**config.mk**
```make
export PLATFORM = sky130hd
export DESIGN_NAME = motor_pwm_driver
export DESIGN_NICKNAME = d
export VERILOG_FILES = /design/src/rtl/motor_pwm_driver.sv
export SDC_FILE = /design/constraint.sdc
export NUM_CORES = 1
export LEC_CHECK = 0
export ABC_CLOCK_PERIOD_IN_PS = 13500
export CAP_MARGIN = 20
export CORE_MARGIN = 2
export CORE_UTILIZATION = 62
export DETAILED_ROUTE_END_ITERATION = 8
export GPL_TIMING_DRIVEN = 0
export MAX_ROUTING_LAYER = met4
export PLACE_DENSITY = 0.79
export SETUP_SLACK_MARGIN = 0.2
export SYNTH_ARGS = -nofsm -noshare
export SYNTH_HDL_FRONTEND = slang
export SYNTH_SLANG_ARGS = --single-unit
```
**constraint.sdc**
```tcl
create_clock -name CLOCK_50 -period 13.5 [get_ports CLOCK_50]
set_clock_uncertainty 0.05 [all_clocks]
set_input_delay 2.7 -clock CLOCK_50 [delete_from_list [all_inputs] [get_ports CLOCK_50]]
set_output_delay 2.7 -clock CLOCK_50 [all_outputs]
set_load 0.01 [all_outputs]
```
**src/rtl/motor_pwm_driver.sv**
```systemverilog
// motor_pwm_driver: two-wheel H-bridge PWM driver with soft-start ramping,
// brake-before-reverse dead time and period-aligned duty updates.
module motor_pwm_driver #(
  parameter int PWM_PERIOD = 1000,
  parameter int DUTY_FWD   = 700,
  parameter int DUTY_TURN  = 500,
  parameter int RAMP_STEP  = 10,
  parameter int RAMP_DIV   = 5000,
  parameter int DEADTIME   = 2500
) (
  input  logic       CLOCK_50,
  input  logic       reset,
  input  logic [4:0] motor_state,
  input  logic       overwrite,
  output logic       left_pwm,
  output logic       right_pwm,
  output logic       left_dir,
  output logic       right_dir,
  output logic       moving,
  output logic       cmd_err
);
  localparam int DW = $clog2(PWM_PERIOD + 1);
  localparam int PW = (PWM_PERIOD > 1) ? $clog2(PWM_PERIOD) : 1;
  localparam int RW = (RAMP_DIV > 1) ? $clog2(RAMP_DIV) : 1;
  localparam int TW = $clog2(DEADTIME + 1);
  localparam logic [DW-1:0] D_FWD  = DW'(DUTY_FWD);
  localparam logic [DW-1:0] D_TURN = DW'(DUTY_TURN);
  localparam logic [DW-1:0] D_STEP = DW'(RAMP_STEP);
  localparam logic [PW-1:0] P_LAST = PW'(PWM_PERIOD - 1);
  localparam logic [RW-1:0] R_LAST = RW'(RAMP_DIV - 1);
  localparam logic [TW-1:0] T_LAST = TW'(DEADTIME - 1);
  localparam logic [4:0]    C_STOP = 5'b00001;

  typedef enum logic [1:0] {IDLE, RAMP, BRAKE, DEAD} wheel_e;

  logic [4:0]    cmd_q;
  logic          err_q;
  logic          cmd_ok;
  logic [PW-1:0] pcnt_q;
  logic [RW-1:0] rcnt_q;
  logic          tick;
  logic          wrap;
  wheel_e        st_q   [2];
  wheel_e        st_d   [2];
  logic [DW-1:0] duty_q [2];
  logic [DW-1:0] duty_d [2];
  logic [DW-1:0] app_q  [2];
  logic [DW-1:0] app_d  [2];
  logic [DW-1:0] tduty  [2];
  logic [TW-1:0] dcnt_q [2];
  logic [TW-1:0] dcnt_d [2];
  logic          dir_q  [2];
  logic          dir_d  [2];
  logic          tdir   [2];
  logic          pwm_q  [2];
  logic          mov_q;

  function automatic logic [DW-1:0] step_to(
    input logic [DW-1:0] cur,
    input logic [DW-1:0] tgt
  );
    if (tgt > cur)
      return (tgt - cur < D_STEP) ? tgt : cur + D_STEP;
    else
      return (cur - tgt < D_STEP) ? tgt : cur - D_STEP;
  endfunction

  assign cmd_ok = (motor_state != 5'd0) &&
                  ((motor_state & (motor_state - 5'd1)) == 5'd0);
  assign tick   = (rcnt_q == R_LAST);
  assign wrap   = (pcnt_q == P_LAST);

  always_ff @(posedge CLOCK_50 or negedge reset) begin
    if (!reset) begin
      cmd_q  <= C_STOP;
      err_q  <= 1'b0;
      pcnt_q <= '0;
      rcnt_q <= '0;
    end else begin
      cmd_q  <= cmd_ok ? motor_state : C_STOP;
      err_q  <= !cmd_ok;
      pcnt_q <= wrap ? '0 : pcnt_q + 1'b1;
      rcnt_q <= tick ? '0 : rcnt_q + 1'b1;
    end
  end

  // STOP keeps each wheel's current direction so it never triggers a brake
  always_comb begin
    tdir[0]  = dir_q[0];
    tdir[1]  = dir_q[1];
    tduty[0] = '0;
    tduty[1] = '0;
    unique case (1'b1)
      cmd_q[0]: ;
      cmd_q[1]: begin
        tdir[0]  = 1'b1;  tdir[1]  = 1'b1;
        tduty[0] = D_FWD; tduty[1] = D_FWD;
      end
      cmd_q[2]: begin
        tdir[0]  = 1'b0;   tdir[1]  = 1'b1;
        tduty[0] = D_TURN; tduty[1] = D_TURN;
      end
      cmd_q[3]: begin
        tdir[0]  = 1'b1;   tdir[1]  = 1'b0;
        tduty[0] = D_TURN; tduty[1] = D_TURN;
      end
      cmd_q[4]: begin
        tdir[0]  = 1'b0;  tdir[1]  = 1'b0;
        tduty[0] = D_FWD; tduty[1] = D_FWD;
      end
      default: ;
    endcase
  end

  always_comb begin
    for (int w = 0; w < 2; w++) begin
      st_d[w]   = st_q[w];
      duty_d[w] = duty_q[w];
      dir_d[w]  = dir_q[w];
      dcnt_d[w] = dcnt_q[w];
      unique case (st_q[w])
        IDLE: begin
          duty_d[w] = '0;
          if (tduty[w] != '0) begin
            st_d[w]   = (tdir[w] == dir_q[w]) ? RAMP : DEAD;
            dcnt_d[w] = '0;
          end
        end
        RAMP: begin
          if (tdir[w] != dir_q[w])
            st_d[w] = BRAKE;
          else if (duty_q[w] == '0 && tduty[w] == '0)
            st_d[w] = IDLE;
          else if (tick)
            duty_d[w] = step_to(duty_q[w], tduty[w]);
        end
        BRAKE: begin
          if (duty_q[w] == '0) begin
            st_d[w]   = DEAD;
            dcnt_d[w] = '0;
          end else if (tick) begin
            duty_d[w] = step_to(duty_q[w], '0);
          end
        end
        DEAD: begin
          duty_d[w] = '0;
          // dead time only counts once the applied duty has really reached 0
          if (app_q[w] != '0) begin
            dcnt_d[w] = '0;
          end else if (dcnt_q[w] == T_LAST) begin
            dir_d[w]  = tdir[w];
            st_d[w]   = (tduty[w] != '0) ? RAMP : IDLE;
            dcnt_d[w] = '0;
          end else begin
            dcnt_d[w] = dcnt_q[w] + 1'b1;
          end
        end
        default: st_d[w] = IDLE;
      endcase
      if (overwrite) begin
        st_d[w]   = IDLE;
        duty_d[w] = '0;
        dcnt_d[w] = '0;
      end
      app_d[w] = overwrite ? '0 : (wrap ? duty_q[w] : app_q[w]);
    end
  end

  always_ff @(posedge CLOCK_50 or negedge reset) begin
    if (!reset) begin
      for (int w = 0; w < 2; w++) begin
        st_q[w]   <= IDLE;
        duty_q[w] <= '0;
        dir_q[w]  <= 1'b1;
        dcnt_q[w] <= '0;
        app_q[w]  <= '0;
        pwm_q[w]  <= 1'b0;
      end
      mov_q <= 1'b0;
    end else begin
      for (int w = 0; w < 2; w++) begin
        st_q[w]   <= st_d[w];
        duty_q[w] <= duty_d[w];
        dir_q[w]  <= dir_d[w];
        dcnt_q[w] <= dcnt_d[w];
        app_q[w]  <= app_d[w];
        pwm_q[w]  <= !overwrite && (DW'(pcnt_q) < app_q[w]);
      end
      mov_q <= (app_d[0] != '0) || (app_d[1] != '0);
    end
  end

  assign left_pwm  = pwm_q[0];
  assign right_pwm = pwm_q[1];
  assign left_dir  = dir_q[0];
  assign right_dir = dir_q[1];
  assign moving    = mov_q;
  assign cmd_err   = err_q;

endmodule
```
* Yosys cells after proc, flatten, opt, wreduce, memory -nomap -nowiden
Index checks and enable logic that the tools add are counted.
** Storage, ports and cells
- Flip-flop bits (word level) :: 102
- Bits of input ports :: 8
- Output and inout bits :: 6
** Operators by class
- $add $sub $neg :: 15
- Magnitude comparators :: 14
- Eq/ne operators :: 34
- Mux-type cells :: 67
- Bitwise logic cells :: 3
- Reduce and logical (&&, ||, !) cells :: 36
** Operators by type and width (count)
- 10-bit two-way mux :: 29
- 12-bit two-way mux :: 10
- 10-bit by 4-bit less-than comparator with 1-bit output (second input constant) :: 8
- 12-bit one-hot mux with 3 select lines :: 2
- 10-bit one-hot mux with 3 select lines :: 2
- 10-bit nonzero test :: 6
- 3-bit != test (second input constant) :: 18
- 10-bit zero test :: 4
- 20-bit one-hot mux with 2 select lines :: 1
- 10-bit subtractor :: 4
- 2-bit two-way mux :: 16
- 12-bit by 1-bit adder with 12-bit output (second input constant) :: 2
- 12-bit == test (second input constant) :: 2
- 2-bit one-hot mux with 4 select lines :: 3
- 10-bit by 4-bit adder with 10-bit output (second input constant) :: 2
- 1-bit by 10-bit > comparator with 1-bit output (first input constant) :: 2
- 10-bit > comparator :: 2
- 10-bit less-than comparator :: 2
- 5-bit AND reduction :: 4
- 1-bit by 10-bit subtractor with 10-bit output (first input constant) :: 2
- 10-bit by 4-bit subtractor with 10-bit output (second input constant) :: 2
- 13-bit by 1-bit adder with 13-bit output (second input constant) :: 1
- 13-bit == test (second input constant) :: 1
- 13-bit two-way mux :: 1
- other kinds (21) :: 43

* Longest topological paths before layout
Gate-level depths: netlist (run 1).
- Depth in word-level cells :: 11
- Depth in mapped cells :: 19
- Mapped depth without buffers :: 15

* Worst setup path after synthesis (run 1)
Ideal clock, no wire load.
- Path type :: input port to flip-flop
- Start point :: input port overwrite
- End point :: register mov_q (netlist: moving)
- Library setup time :: 139 ps
- Arrival time :: 4127 ps
- Data required time :: 13311 ps
- Slack :: 9185 ps
- Stages :: 6
- Buffers on the path :: 2
- Path through :: clkbuf_1 clkbuf_1 nor2_1 nor4_1 nand4_1 or4_1
** RTL lines
- from (decl) :: line 14 : input logic overwrite,
- to (signal assigned) :: line 189 : mov_q <= (app_d[0] != '0) || (app_d[1] != '0);
- to (decl) :: line 56 : logic mov_q;

* Final worst setup path (run 1)
- Start point :: register cmd_q[1]
- End point :: register duty_q[2] (netlist name)
** Between the ends
- Word-level cells in the longest chain between the ends :: 11
** RTL lines
- from (decl) :: line 36 : logic [4:0] cmd_q;
- from (signal assigned) :: line 80 : cmd_q <= cmd_ok ? motor_state : C_STOP;
- 2-bit OR reduction (no line)
- 20-bit one-hot mux with 2 select lines :: line 93 : unique case (1'b1)
- 10-bit subtractor, on equally long branches :: line 65, 63
- 10-bit by 4-bit less-than comparator with 1-bit output, on equally long branches :: line 65, 63
- 10-bit two-way mux, on equally long branches :: line 65, 63
- 10-bit two-way mux :: line 62 : if (tgt > cur)
- 10-bit two-way mux :: line 134 : else if (tick)
- 10-bit two-way mux :: line 132 : else if (duty_q[w] == '0 && tduty[w] == '0)
- 10-bit two-way mux :: line 130 : if (tdir[w] != dir_q[w])
- 10-bit one-hot mux with 3 select lines :: line 121 : unique case (st_q[w])
- 10-bit two-way mux :: line 160 : if (overwrite) begin
- to (signal, indexed assignment) :: line 183 : duty_q[w] <= duty_d[w];
- to (decl) :: line 45 : logic [DW-1:0] duty_q [2];
Several ways; a longest one is shown, not always the timed one. The select of a mux whose other input is x is not followed.
A chain may end at the register's enable or synchronous reset.

==> results by group, run 1 <==
Yosys
  – Ys flop type: dfrtp_1
  – Synth area leaders: dfrtp_1 31%, ha_1 8.9%, o21ai_0 5.9%
  – Synthesized area per cell: 8.33 µm²
  – Area leader, netlist: dfrtp_1
  – Register area share after synthesis: 31.3%
  – Asr flop ratio synth: 100%
  – Syn nets: 1018
  – Area share of the largest cell type after synthesis: 30.7%
  – Library cells used by synthesis: 81
  – Post-synth EDFFs: 0
  – Post-synthesis instance total: 950
  – Total of warnings raised by yosys: 0
  – Flops & latches, synth: 99
  – Mapped Area: 0.00792 mm²

Final layout
  – Most frequent cells in the layout: 97 x nor2_1, 97 x dfrtp_1, 93 x o21ai_0, 64 x nand2_1, 56 x ha_1
  – Net count, final: 1042
  – Post-Layout Cell Count: 1151
  – Antenna Cells: 0
  – Number of fill cells in the layout: 1090
  – Area growth syn-to-layout: 8.35%
  – Layout cells sized above 1: 4.90%

Clock network
  – Cts bufs inserted: 9
  – Clock Latency Late Sink: 0.36 ns
  – Num Clock Sinks: 99
  – Post-CTS Setup Bufs: 0
  – Cts hold-fix bufs: 0
  – Post_cts resized: 0
  – CTS clk-pin slew, worst paths: 0.07 ns
  – H-tree levels: 3
  – CTS tree: built
  – Clock root buffer: clkbuf_16
  – CTS Buffer Depth: 2

Drt
  – DRT iter0 DRCs: 776
  – Vias: 7099
  – Antenna-violating nets left: 0
  – DRT Pass-1 Iters: 5
  – Drt via density: 6.17
  – WL final: 19300 µm
  – DRC Markers: 0
  – Wire per inst: 16.8 µm

Floorplanning
  – Core area: 0.0125 mm²
  – I/O pin count: 14
  – Initial Util: 63.2%
  – Die Ht: 117 µm
  – Chip width: 117 µm
  – Die Area: 0.0137 mm²
  – Rows: 41

Setup path
  – Req. time, crit path: 13.65 ns
  – R2r setup slk: 7.92 ns
  – Worst EP arrival: 5.73 ns
  – CP Class: flip-flop to flip-flop
  – Crit end category: flip-flop
  – RR Endpoint: duty_q[2]$_DFFE_PN0P_
  – Crit Path Max Fanout: 19
  – R2r worst-path depth: 19
  – Critical path startpoint category: flip-flop
  – R2r startpoint: cmd_q[1]$_DFF_PN0_

Min path
  – HP Class: flip-flop to flip-flop
  – Hold Crit Start: rcnt_q[4]$_DFF_PN0_
  – Hold endpoint: rcnt_q[4]$_DFF_PN0_
  – Hold Path Depth: 1

Global routing
  – Pin count of the biggest net entering global routing: 56
  – First-pass GRT wire length: 31800 µm
  – Initial antenna violation count: 0
  – Total gr overflow: 0
  – Vias in the first global route: 6497
  – Gr usage total: 30.3%

Run status
  – Outcome: completed

Power and ir drop
  – Logic pwr share: 50.3%
  – Internal Power: 0.698 mW
  – Clk pwr share: 21.9%
  – Net Switching: 0.525 mW
  – Power Density: 143 mW/mm²
  – Sequential share of power: 27.8%
  – Leakage: 3.65 nW
  – Maximum VDD drop: 84.5 µV
  – Net Sw Frac: 42.9%
  – Final Power: 1.22 mW

Timing
  – Final-report hold violation count: 0
  – Final Max Tran Viols: 0
  – Post-Route Setup TNS: 0 ns
  – Minimum clock period: 5.58 ns
  – Final setup vio count: 0
  – Unrepaired setup endpoints after global routing: false
  – FMAX: 179 MHz
  – Worst-Margin Slew: 1.14 ns
  – Tcrit/Tclk final: 41.4%
  – Worst slew margin: 23.9%
  – Final worst slack: 7.92 ns

Placement
  – Placed insts: 1135
  – Port-buffer cells: 12
  – Place WS: 8.07 ns
  – DP HPWL: 14200 µm
  – Gpl congestion: 0.960

Run
  – Max Cap Viol: 0
routing by layer:
layer	GRT usage, %	share of wire [%]	up-vias	routed length [µm]
met5	-	0	-	0
met4	6.90	1.1	0	216
met3	3.91	5.1	27	980
met2	46.9	46	214	8950
met1	42.9	47	3396	9160
li1	-	-	3462	-
cells by family after synthesis:
group                      Yosys count  synth area share (%)
and+or+nand+nor                    352                  23.0
buffers and inverters               99                  4.90
xor gates and xnor gates            56                  6.29
AOI/OAI and AO/OA                  254                  20.8
adders and majority gates           61                  9.99
muxes                               29                  3.68
DFF                                 99                  31.3
per-stage QoR:
| stage | area, µm² | hold WS, ns | util (%) |
|---|---|---|---|
| floorplan | 7920 | 0.402 | - |
| global placement | 8250 | 0.422 | 65.9 |
| detailed placement | 8280 | 0.431 | 66.1 |
| CTS | 8580 | 0.442 | 68.5 |
| global route | 8580 | 0.464 | 68.5 |
| finish | 8580 | 0.439 | 68.5 |
worst max-delay path by stage:
stage / from / to / depth (start not counted)
after floorplan: overwrite / moving$_DFF_PN0_ / 6
after global placement: reset / rcnt_q[11]$_DFF_PN0_ / 1
after detailed placement: cmd_q[1]$_DFF_PN0_ / duty_q[2]$_DFFE_PN0P_ / 19
after CTS: cmd_q[1]$_DFF_PN0_ / duty_q[2]$_DFFE_PN0P_ / 19
after global routing: cmd_q[1]$_DFF_PN0_ / duty_q[2]$_DFFE_PN0P_ / 19
final: cmd_q[1]$_DFF_PN0_ / duty_q[2]$_DFFE_PN0P_ / 19
cell usage after synthesis (3+ instances only):
| library cell | n |
|---|---|
| xnor2_1 | 33 |
| nand2b_1 | 34 |
| o211ai_1 | 11 |
| xor2_1 | 22 |
| ha_1 | 56 |
| dfrtp_1 | 97 |
| o31ai_1 | 6 |
| a221oi_1 | 8 |
| a21oi_1 | 51 |
| inv_1 | 50 |
| buf_1 | 4 |
| nand4_1 | 10 |
| nor2b_1 | 15 |
| and3_1 | 19 |
| a31oi_1 | 5 |
| nor2_1 | 97 |
| mux2i_1 | 28 |
| nand3b_1 | 6 |
| nand2_1 | 64 |
| or3_1 | 4 |
| and2_1 | 8 |
| a211o_1 | 4 |
| nand3_1 | 29 |
| a21o_1 | 10 |
| a211oi_1 | 12 |
| a32o_1 | 3 |
| nor3b_1 | 6 |
| o2111ai_1 | 6 |
| o32ai_1 | 3 |
| clkbuf_1 | 34 |
| nor3_1 | 24 |
| buf_2 | 7 |
| nor4_1 | 14 |
| or2_2 | 4 |
| fa_1 | 4 |
| o21a_1 | 4 |
| o21ai_0 | 93 |
| a22oi_1 | 3 |
| o22ai_1 | 4 |
| nor4bb_1 | 3 |
critical path, cell delays in order (launching register included):
cell and delay, ns:
dfrtp_1 0.47, or2_1 0.13, buf_2 0.20, inv_2 0.09, buf_2 0.24, nand2_1 0.24, clkbuf_1 0.88, ha_1 0.33
inv_1 0.06, fa_1 0.42, a211oi_1 0.40, o32ai_1 0.16, o22ai_1 0.15, o2111ai_1 0.12, nor4bb_1 0.57, buf_2 0.34
o21ai_0 0.10, a32o_1 0.23, a41oi_1 0.15, o21ai_1 0.09
sequential cells by signal, summed over array words and instances, names as in the netlist:
name / cells
dcnt_q: 24
st_q: 4
cmd_q: 4
pcnt_q: 10
duty_q: 18
app_q: 20
moving: 1
left_pwm: 1
left_dir: 1
rcnt_q: 13
right_pwm: 1
right_dir: 1
cmd_err: 1
power by group through the flow:
stage / sequential (mW) / clock, mW / combinational, mW
after global routing: 0.343 / 0.281 / 0.681
after detailed placement: 0.345 / 0 / 0.597
after global placement: 0.345 / 0 / 0.590
after CTS: 0.340 / 0.269 / 0.602
after floorplan: 0.336 / 0 / 0.478
final: 0.340 / 0.267 / 0.615
layout make-up:
| type | count | area [µm²] | area share [%] |
|---|---|---|---|
| sequential | 99 | 2480 | 28.9 |
| multi-input combinational | 752 | 5050 | 58.9 |
| tap | 172 | 215 | 2.51 |
| clock inverter | 6 | 71.3 | 0.832 |
| inverter | 53 | 199 | 2.32 |
| clock buffer | 10 | 229 | 2.67 |
| timing repair buffer | 13 | 145 | 1.69 |
| buffer | 46 | 189 | 2.20 |
Power figures use the tool's default switching activity.
==> inputs of run 2 (changes only) <==
- ABC_CLOCK_PERIOD_IN_PS: 13500 -> 5200
- clock period: 13.5 -> 5.2 ns (I/O delays scaled with it)
==> results by group, run 2 (same netlist as run 1, synthesis figures left out) <==
Placement
  – Placed insts: 1135
  – Place WS: -0.229 ns
  – DP HPWL: 14200 µm
  – Gpl congestion: 0.960
  – Post-placement cell area: 0.00828 mm²
  – Port-buffer cells: 12

Timing
  – Final-report hold violation count: 0
  – Worst-Margin Slew: 0.749 ns
  – Worst slew margin: 49.9%
  – Final worst slack: 0.471 ns
  – Post-Route Setup TNS: 0 ns
  – FMAX: 211 MHz
  – Unrepaired setup endpoints after global routing: false
  – Final Max Tran Viols: 0
  – Tcrit/Tclk final: 90.9%
  – Final setup vio count: 0
  – Minimum clock period: 4.73 ns

Final layout
  – Most frequent cells in the layout: 97 x nor2_1, 97 x dfrtp_1, 93 x o21ai_0, 64 x nand2_1, 56 x ha_1
  – Largest Register: dcnt_q
  – Antenna Cells: 0
  – Post-Layout Cell Count: 1157
  – Area growth syn-to-layout: 9.26%
  – Finished Cell Area: 0.00865 mm²
  – Largest registers: dcnt_q x24, app_q x20, duty_q x18
  – Number of fill cells in the layout: 1082
  – Max reg flops: 24
  – Layout cells sized above 1: 6.19%
  – Net count, final: 1048

Power and ir drop
  – Net Sw Frac: 42.9%
  – Maximum VDD drop: 221 µV
  – Internal Power: 1.83 mW
  – Sequential share of power: 27.6%
  – Net Switching: 1.37 mW
  – Leakage: 3.70 nW
  – Clk pwr share: 21.7%
  – Logic pwr share: 50.7%
  – Final Power: 3.20 mW
  – Power Density: 370 mW/mm²

Drt
  – WL final: 19400 µm
  – DRC Markers: 0
  – Wire per inst: 16.8 µm
  – Drt via density: 6.13
  – DRT iter0 DRCs: 731
  – DRT Pass-1 Iters: 5
  – Antenna-violating nets left: 0
  – Vias: 7095

Setup path
  – CP Class: flip-flop to flip-flop
  – Crit Path Max Fanout: 19
  – Crit end category: flip-flop
  – R2r startpoint: cmd_q[4]$_DFF_PN0_
  – Req. time, crit path: 5.39 ns
  – Critical path startpoint category: flip-flop
  – Crit path from: cmd_q[4]$_DFF_PN0_
  – Worst EP arrival: 4.92 ns

Global routing
  – Total gr overflow: 0
  – First-pass GRT wire length: 31800 µm
  – Initial antenna violation count: 0
  – Gr usage total: 30.4%
  – Pin count of the biggest net entering global routing: 56
  – Vias in the first global route: 6515

Clock network
  – Clock root buffer: clkbuf_16
  – Num Clock Sinks: 99
  – Clock Latency Late Sink: 0.36 ns
  – Cts bufs inserted: 9
  – CTS clk-pin slew, worst paths: 0.07 ns
  – CTS Buffer Depth: 2
  – CTS tree: built
  – H-tree levels: 3

Run status
  – Outcome: completed

Floorplanning
  – Core area: 0.0125 mm²
  – Die Ht: 117 µm
  – Initial Util: 63.2%
  – Chip width: 117 µm
  – Die Area: 0.0137 mm²
  – Rows: 41
  – I/O pin count: 14

Run
  – Max Cap Viol: 0

Min path
  – Hold Crit Start: rcnt_q[4]$_DFF_PN0_
  – HP Class: flip-flop to flip-flop
-- run 2: cell types whose count changed in the layout (fill, tap and decap cells not counted), sizes merged --
| cell | change |
|---|---|
| clkbuf | +1 |
| buf | +5 |
-- run 2: repair_timing --
item | in CTS | in global routing
pin swaps | 2 | 1
hold buffers | 0 | 0
setup endpoints to repair | 18 | 18
buffers inserted | 3 | 3
gates resized for setup | 3 | 11
gates cloned | 0 | 0
-- run 2: critical path: stages (launching register included) --
cell	delay, ns
dfrtp_1	0.45
or2_1	0.25
buf_2	0.18
inv_2	0.12
clkbuf_4	0.27
nand2_1	0.22
buf_4	0.34
ha_1	0.33
ha_1	0.19
o211ai_1	0.40
and2_1	0.19
a22oi_1	0.08
o41ai_1	0.27
o22ai_1	0.16
nor4_4	0.29
buf_4	0.22
nor2_1	0.08
a221o_1	0.31
a32o_1	0.21
-- run 2: routing by layer --
layer / vias up / routed length, µm / share of wire, % / global-route usage, %
met2: 205 / 8970 / 46 / 46.9
met1: 3377 / 9270 / 48 / 43.0
met3: 31 / 942 / 4.9 / 3.81
li1: 3482 / - / - / -
met4: 0 / 218 / 1.1 / 7.22
met5: - / 0 / 0 / -
-- run 2: power groups by stage --
stage	registers [mW]	clock network, mW	logic [mW]
after floorplan	0.871	0	1.24
after global placement	0.896	0	1.53
after detailed placement	0.896	0	1.55
after CTS	0.882	0.699	1.58
after global routing	0.890	0.731	1.79
final	0.884	0.693	1.62
-- run 2: layout make-up --
class                   instances  area [µm²]  area share (%)
clock inverters                 6        71.3           0.825
well taps                     172         215            2.49
plain buffers                  46         199            2.30
multi-input cells             752        5070            58.6
flip-flops and latches         99        2480            28.7
clock buffers                  10         229            2.65
inverters                      53         199            2.30
repair buffers                 19         190            2.20
-- run 2: metrics by stage --
stage          hold WS, ns  utilization (%)
4_1_cts              0.442             68.8
5_1_grt              0.464             69.1
2_1_floorplan        0.402                -
3_3_place_gp         0.422             65.9
3_5_place_dp         0.431             66.1
6_report             0.439             69.1
-- run 2: final timing paths --
check	cells after the start	slack, ns	end
worst min-delay path	1	0.44	rcnt_q[4]$_DFF_PN0_
max in group asynchronous	2	3.74	right_dir$_DFFE_PN1P_
worst max-delay path	18	0.47	duty_q[17]$_DFFE_PN0P_
worst min register to register	1	0.44	rcnt_q[4]$_DFF_PN0_
worst max register to register	18	0.47	duty_q[17]$_DFFE_PN0P_
min in group asynchronous	1	0.63	dcnt_q[4]$_DFFE_PN0P_
